===== config.mk =====
export PLATFORM = sky130hd
export DESIGN_NAME = phy_rx_lane_ctrl
export DESIGN_NICKNAME = d
export VERILOG_FILES = /design/src/rtl/phy_rx_lane_ctrl.sv
export SDC_FILE = /design/constraint.sdc
export NUM_CORES = 1
export LEC_CHECK = 0
export ABC_AREA = 1
export CORE_MARGIN = 4
export CORE_UTILIZATION = 56
export CTS_BUF_LIST = sky130_fd_sc_hd__clkbuf_4
export DETAILED_ROUTE_END_ITERATION = 8
export GPL_TIMING_DRIVEN = 0
export PLACE_DENSITY_LB_ADDON = 0.2
export SYNTH_ARGS = -nofsm -noshare
export SYNTH_HDL_FRONTEND = slang
export SYNTH_SLANG_ARGS = --single-unit

===== constraint.sdc =====
create_clock -name clk_32f -period 4.04 [get_ports clk_32f]
set_input_delay 1.212 -clock clk_32f [delete_from_list [all_inputs] [get_ports clk_32f]]
set_output_delay 1.212 -clock clk_32f [all_outputs]
set_load 0.02 [all_outputs]

===== src/rtl/phy_rx_lane_ctrl.sv =====
// phy_rx_lane_ctrl: two-lane PCIe PHY RX link controller on clk_32f.
//
// Locks onto the link by counting consecutive COM symbols on both lanes,
// then un-stripes lane byte pairs into 32-bit words. A run of misaligned
// pairs (exactly one lane carrying COM) drops the link back to search.
//
// Ports:
//   clk_32f     in   1  clock, rising edge
//   reset       in   1  asynchronous, active-low clear
//   byte_in_0   in   8  lane 0 byte, sampled when byte_valid=1
//   byte_in_1   in   8  lane 1 byte, sampled when byte_valid=1
//   byte_valid  in   1  one-cycle strobe per byte time
//   link_up     out  1  high while locked
//   data_out    out 32  last assembled word {lane0_hi, lane1_hi, lane0_lo, lane1_lo}
//   valid_out   out  1  one-cycle pulse per assembled word
//   err_total   out  8  saturating count of misaligned pairs seen while locked
//
// Build option: define PHY_RX_CTRL_STATS_EN to implement err_total;
// otherwise err_total is tied to 8'h00.

module phy_rx_lane_ctrl #(
  parameter logic [7:0]  COM_SYMBOL = 8'hBC,
  parameter int unsigned LOCK_COUNT = 4,
  parameter int unsigned ERR_LIMIT  = 2
) (
  input  logic        clk_32f,
  input  logic        reset,
  input  logic [7:0]  byte_in_0,
  input  logic [7:0]  byte_in_1,
  input  logic        byte_valid,
  output logic        link_up,
  output logic [31:0] data_out,
  output logic        valid_out,
  output logic [7:0]  err_total
);

  localparam logic [2:0] LockCnt = 3'(LOCK_COUNT);
  localparam logic [2:0] ErrLim  = 3'(ERR_LIMIT);

  typedef enum logic [0:0] {StSearch, StLocked} state_e;

  state_e      state_q, state_d;
  logic [2:0]  cnt_0_q, cnt_0_d;
  logic [2:0]  cnt_1_q, cnt_1_d;
  logic        half_q, half_d;
  logic [7:0]  hi_0_q, hi_0_d;
  logic [7:0]  hi_1_q, hi_1_d;
  logic [2:0]  err_run_q, err_run_d;
  logic [31:0] data_q, data_d;
  logic        valid_q, valid_d;

  logic is_com_0, is_com_1;

  assign is_com_0 = (byte_in_0 == COM_SYMBOL);
  assign is_com_1 = (byte_in_1 == COM_SYMBOL);

  always_comb begin
    state_d   = state_q;
    cnt_0_d   = cnt_0_q;
    cnt_1_d   = cnt_1_q;
    half_d    = half_q;
    hi_0_d    = hi_0_q;
    hi_1_d    = hi_1_q;
    err_run_d = err_run_q;
    data_d    = data_q;
    valid_d   = 1'b0;

    if (byte_valid) begin
      unique case (state_q)
        StSearch: begin
          if (is_com_0) begin
            cnt_0_d = (cnt_0_q == LockCnt) ? LockCnt : cnt_0_q + 3'd1;
          end else begin
            cnt_0_d = 3'd0;
          end
          if (is_com_1) begin
            cnt_1_d = (cnt_1_q == LockCnt) ? LockCnt : cnt_1_q + 3'd1;
          end else begin
            cnt_1_d = 3'd0;
          end
          // The locking pair itself is alignment, never data.
          if (cnt_0_d == LockCnt && cnt_1_d == LockCnt) begin
            state_d = StLocked;
          end
        end
        StLocked: begin
          if (is_com_0 && is_com_1) begin
            // Idle pair: a pending half word cannot be completed across it.
            half_d    = 1'b0;
            err_run_d = 3'd0;
          end else if (!is_com_0 && !is_com_1) begin
            err_run_d = 3'd0;
            if (!half_q) begin
              hi_0_d = byte_in_0;
              hi_1_d = byte_in_1;
              half_d = 1'b1;
            end else begin
              data_d  = {hi_0_q, hi_1_q, byte_in_0, byte_in_1};
              valid_d = 1'b1;
              half_d  = 1'b0;
            end
          end else begin
            err_run_d = err_run_q + 3'd1;
            half_d    = 1'b0;
            if (err_run_d == ErrLim) begin
              state_d   = StSearch;
              cnt_0_d   = 3'd0;
              cnt_1_d   = 3'd0;
              err_run_d = 3'd0;
            end
          end
        end
        default: state_d = StSearch;
      endcase
    end
  end

  always_ff @(posedge clk_32f or negedge reset) begin
    if (!reset) begin
      state_q   <= StSearch;
      cnt_0_q   <= 3'd0;
      cnt_1_q   <= 3'd0;
      half_q    <= 1'b0;
      hi_0_q    <= 8'h00;
      hi_1_q    <= 8'h00;
      err_run_q <= 3'd0;
      data_q    <= 32'h0;
      valid_q   <= 1'b0;
    end else begin
      state_q   <= state_d;
      cnt_0_q   <= cnt_0_d;
      cnt_1_q   <= cnt_1_d;
      half_q    <= half_d;
      hi_0_q    <= hi_0_d;
      hi_1_q    <= hi_1_d;
      err_run_q <= err_run_d;
      data_q    <= data_d;
      valid_q   <= valid_d;
    end
  end

`ifdef PHY_RX_CTRL_STATS_EN
  logic [7:0] err_total_q;
  logic       err_pair;

  // Only misaligned pairs seen while locked are counted.
  assign err_pair = byte_valid && (state_q == StLocked) && (is_com_0 ^ is_com_1);

  always_ff @(posedge clk_32f or negedge reset) begin
    if (!reset) begin
      err_total_q <= 8'h00;
    end else if (err_pair && err_total_q != 8'hFF) begin
      err_total_q <= err_total_q + 8'd1;
    end
  end

  assign err_total = err_total_q;
`else
  assign err_total = 8'h00;
`endif

  assign link_up   = (state_q == StLocked);
  assign data_out  = data_q;
  assign valid_out = valid_q;

endmodule


* Yosys cells after proc, flatten, opt, wreduce, memory -nomap -nowiden
Cells that the tools add are included.
W data, S select, Z words.
** Word-level totals
- Output and inout port bits :: 42
- Latch bits :: 0
- Bits in registers :: 60
- ROM bits :: 0
- Memories kept :: 0
- Bits in writable memories :: 0
- Logic and storage cells :: 63
- Bits of input ports :: 19
** Cells by class
- Div/mod/pow operators :: 0
- Mux-type cells :: 29
- Multiply operators :: 0
- Reductions and logical operators :: 9
- $add $sub $neg :: 3
- Order comparisons :: 0
- Bitwise logic cells :: 3
- Shift-type cells :: 0
- Equality and inequality tests :: 10
** Operator list (number)
- $mux W3 :: 14
- $eq A8 B8 Y1 const B :: 2
- $eq A3 B3 Y1 const B :: 4
- $mux W1 :: 12
- $pmux W3 S2 :: 2
- $reduce_and A5 Y1 :: 2
- $add A3 B1 Y3 const B :: 3
- $ne A2 B2 Y1 const B :: 2
- $reduce_and A4 Y1 :: 1
- $eq A3 B2 Y1 const B :: 1
- $logic_and A1 B1 Y1 :: 3
- $not A1 Y1 :: 3
- $logic_not A1 Y1 :: 2
- $ne A2 B1 Y1 const B :: 1
- $pmux W1 S2 :: 1
- $reduce_and A2 Y1 :: 1

* Depth between registers and ports, before layout
- Depth after elaboration :: 9
- Gate-level depth with buffers :: 11
- Gate-level depth less buffers :: 10

* Least setup slack after synthesis
No wires, ideal clock.
- Path kind :: in2reg
- Start point :: in byte_in_0[0]
- End point :: reg data_q[23], in the netlist data_out[23]
- Library setup time :: 116 ps
- Cell stages on the path :: 11
- Path buffers :: 1
- Data arrival time :: 2008 ps
- Required time :: 3924 ps
- Setup slack :: 1915 ps
- Path through :: inv_1 > nand2_1 > nor2_1 > nand2_2 > nand2_2 > inv_2 > nand3_2 > inv_2 > buf_4 > nand2_1 > nand2_1
** Between the ends
- Cells in the longest elaborated chain, start to end :: 4
- Elaborated cells between the ends (all ways) :: 6
- Classes of those cells :: eq/ne: 1; bitwise: 1; reduce/logical: 4
** RTL lines
- from (decl) :: RTL line 28 : input logic [7:0] byte_in_0,
- $eq A8 B8 Y1 * :: RTL line 54 : assign is_com_0 = (byte_in_0 == COM_SYMBOL);
- $logic_not A1 Y1 or $logic_and A1 B1 Y1 (tied branches) :: RTL line 91, 87
- $logic_and A1 B1 Y1 or $not A1 Y1 (tied branches)
- $reduce_and A5 Y1 (no line) *
- to (signal assigned) :: RTL line 137 : data_q <= data_d;
- to (decl) :: RTL line 49 : logic [31:0] data_q, data_d;
Every way passes the cells marked *; elsewhere a longest branch is shown, timed or not.
A chain may end at the register's enable or synchronous reset.

* Final worst setup path
- Start point :: reg state_q, in the netlist link_up
- End point :: out link_up
** RTL lines
- from (decl) :: RTL line 42 : state_e state_q, state_d;
- from (signal assigned) :: RTL line 120 : state_q <= StSearch;
- from (signal assigned) :: RTL line 130 : state_q <= state_d;
- to (decl) :: RTL line 31 : output logic link_up,
No word-level cell between the ends.

==> results.cfg <==
[worst_setup_path]
path_buf_inv = 1
cp_slowest_stage_delay_ps = 630
critPathKind = reg2out
cp.required_ps = 2830
cp_cell_sequence = clkdlybuf4s50_1
worstSetupStartpointType = flip-flop
crit_family = buffers and inverters
rrSetupSlack_ps = 2580
slowest_stage = clkdlybuf4s50_1
worstPathArrival_ps = 1440
path_max_fanout = 5
end_kind = primary output

[timing]
finalCritPeriodShare_pct = 65.7
finalHoldViolCount = 0
rsz0062_at_grt = false
slew_headroom_pct = 56.2
clock.fmax_ghz = 0.377
worst_slew_pin_slew_ps = 657
tns_ps = 0
fin_crit_ps = 2660
finalSetupViolCount = 0
drv_slew = 0
clock_skew_ps = 8.06
fin_hold_ws_ps = 483

[cells_and_area]
syn_to_final_growth_pct = 29.4
fill_cells = 354
drive_above_1_share_pct = 11.8
final_cells = 441
nNetsFinal = 409
finalInstanceArea_um2 = 3460
diodes = 0

[synthesis]
yosysTopAreaCell = dfrtp_1
synth_cell_type_count = 20
ys_ff_latch = 60
post-synth-top-count-cell = nand2_1
synth_ff_type = dfrtp_1
ys_warn_count = 0
synthMuxAreaShare_pct = 0
synth_common_cells = nand2_1, dfrtp_1, inv_1
avgSynthCellArea_um2 = 8.55
syn_inst = 313
ys_seq_area_share_pct = 56.1
synth_compound_area_share_pct = 8.84
synth-async-reset-ratio_pct = 100
synth_area_leaders = dfrtp_1, nand2_1, o21ai_0
synthXorXnorAreaFrac_pct = 0
synth_top_family_by_area = simple AND/OR/NAND/NOR gates
syn_area_um2 = 2680
yosysTopAreaCellShare_pct = 56.1
synthAdderAreaFrac_pct = 2.81
synth_enable_flop_cells = 0
yosys.area_share.simple_pct = 21.6

[grt]
use_met2_pct = 35.4
grt_max_degree = 33
overflow = 0
grt_pass1_wl_mm = 9.87
antenna_found_initial = 0
use_met3_pct = 6.21
busiest_layer = met2
first_global_vias = 2152
grtUsageMet1_pct = 27.1
track_usage_pct = 21.3

[floorplanning]
die-area_um2 = 5950
start_util_pct = 59.8
rows = 24
coreArea_um2 = 4470
die_x_um = 77.1
chipHeight_um = 77.1
boundaryPins = 61

[route]
drt-total-wl_mm = 5.89
drc = 0
routedWlPerCell_um = 13.4
drt_first_pass_iters = 4
ant_nets = 0
initialDrtViolationCount = 155
vias = 2199
avgViaCountPerCell = 4.99

[clocking]
path_clk_slew_ps = 100
clk_latency_ps = 400
cts-root-buf = clkbuf_4
h-tree-depth = 3
post-cts-setup-buffers = 0
cts_tree = yes
hold_buffers = 0
clock-sinks = 60
clockBufferDepth = 2
cts_buffers = 9
post_cts_resized = 0

[power_and_ir_drop]
ir_worst_vdd_mv = 0.456
power.leakage_uw = 0.00178
power_density_nw_per_um2 = 681
power_uw = 2360

[placement]
dpl.cell_count = 425
hpwl_mm = 4.25
place_congestion = 0.857
placed_cell_area_um2 = 3300
portBuffers = 52

[worst_hold_path]
hold_class = reg2reg

[job]
max-cap-violations = 0

[status]
outcome = finished, final reports clean
==> where the power goes <==
part / leakage, µW / switching, µW / internal, µW
logic: 0.000942 / 490 / 416
clock network: 0.0000772 / 228 / 248
registers: 0.000760 / 136 / 838
total: 0.00178 / 854 / 1500
==> per-stage QoR <==
step | setup slack [ps] | utilization (%)
after global placement | -72.6 | 73.5
final | 1380 | 77.3
after detailed placement | 1220 | 73.8
after CTS | 1360 | 77.3
after global routing | 1300 | 77.3
after floorplan | 1920 | -
==> cells by family after synthesis <==
group                    Yosys count
buffers and inverters             57
adder cells (fa/ha/maj)            6
AO/OA/AOI/OAI                     44
other                              1
AND/OR/NAND/NOR                  145
flip-flops                        60
==> path summary, 6_finish.rpt <==
path / to / from / depth (start not counted)
min in group asynchronous: data_out[25] / reset / 1
setup / recovery: link_up / link_up / 1
hold reg to reg: data_out[28] / hi_0_q[4] / 2
setup reg to reg: cnt_0_q[1] / err_run_q[0] / 7
max in group asynchronous: err_run_q[0] / reset / 2
hold / removal: data_out[28] / hi_0_q[4] / 2
==> metal layers <==
metal	vias to the layer above	part of all wire, %
met5	-	0
met4	0	0.65
met3	5	6.0
met2	65	50
met1	1032	43
li1	1097	-
==> state kept, by name, summed over array words and instances, names as in the netlist <==
signal	count
err_run_q	3
hi_0_q	8
hi_1_q	8
cnt_1_q	3
valid_out	1
half_q	1
cnt_0_q	3
data_out	32
link_up	1
==> placed cells by master (no fill, tap or decap), drive strengths merged <==
cell type and n:
a21oi 4, buf 19, bufinv 2, clkbuf 9
clkdlybuf4s50 51, clkinv 3, clkinvlp 2, conb 8
dfrtp 60, ha 6, inv 40, nand2 112
nand3 13, nand4 1, nor2 19, o21ai 39
o22ai 1
==> cell type report <==
type	instances	area [µm²]	area share [%]
inverter	40	150	4.34
multi-input combinational	203	920	26.6
buffer	17	130	3.76
timing repair buffer	53	536	15.5
sequential	60	1500	43.4
clock buffer	9	67.6	1.95
tap	52	65.1	1.88
clock inverter	7	91.3	2.64
Power figures use the tool's default switching activity.
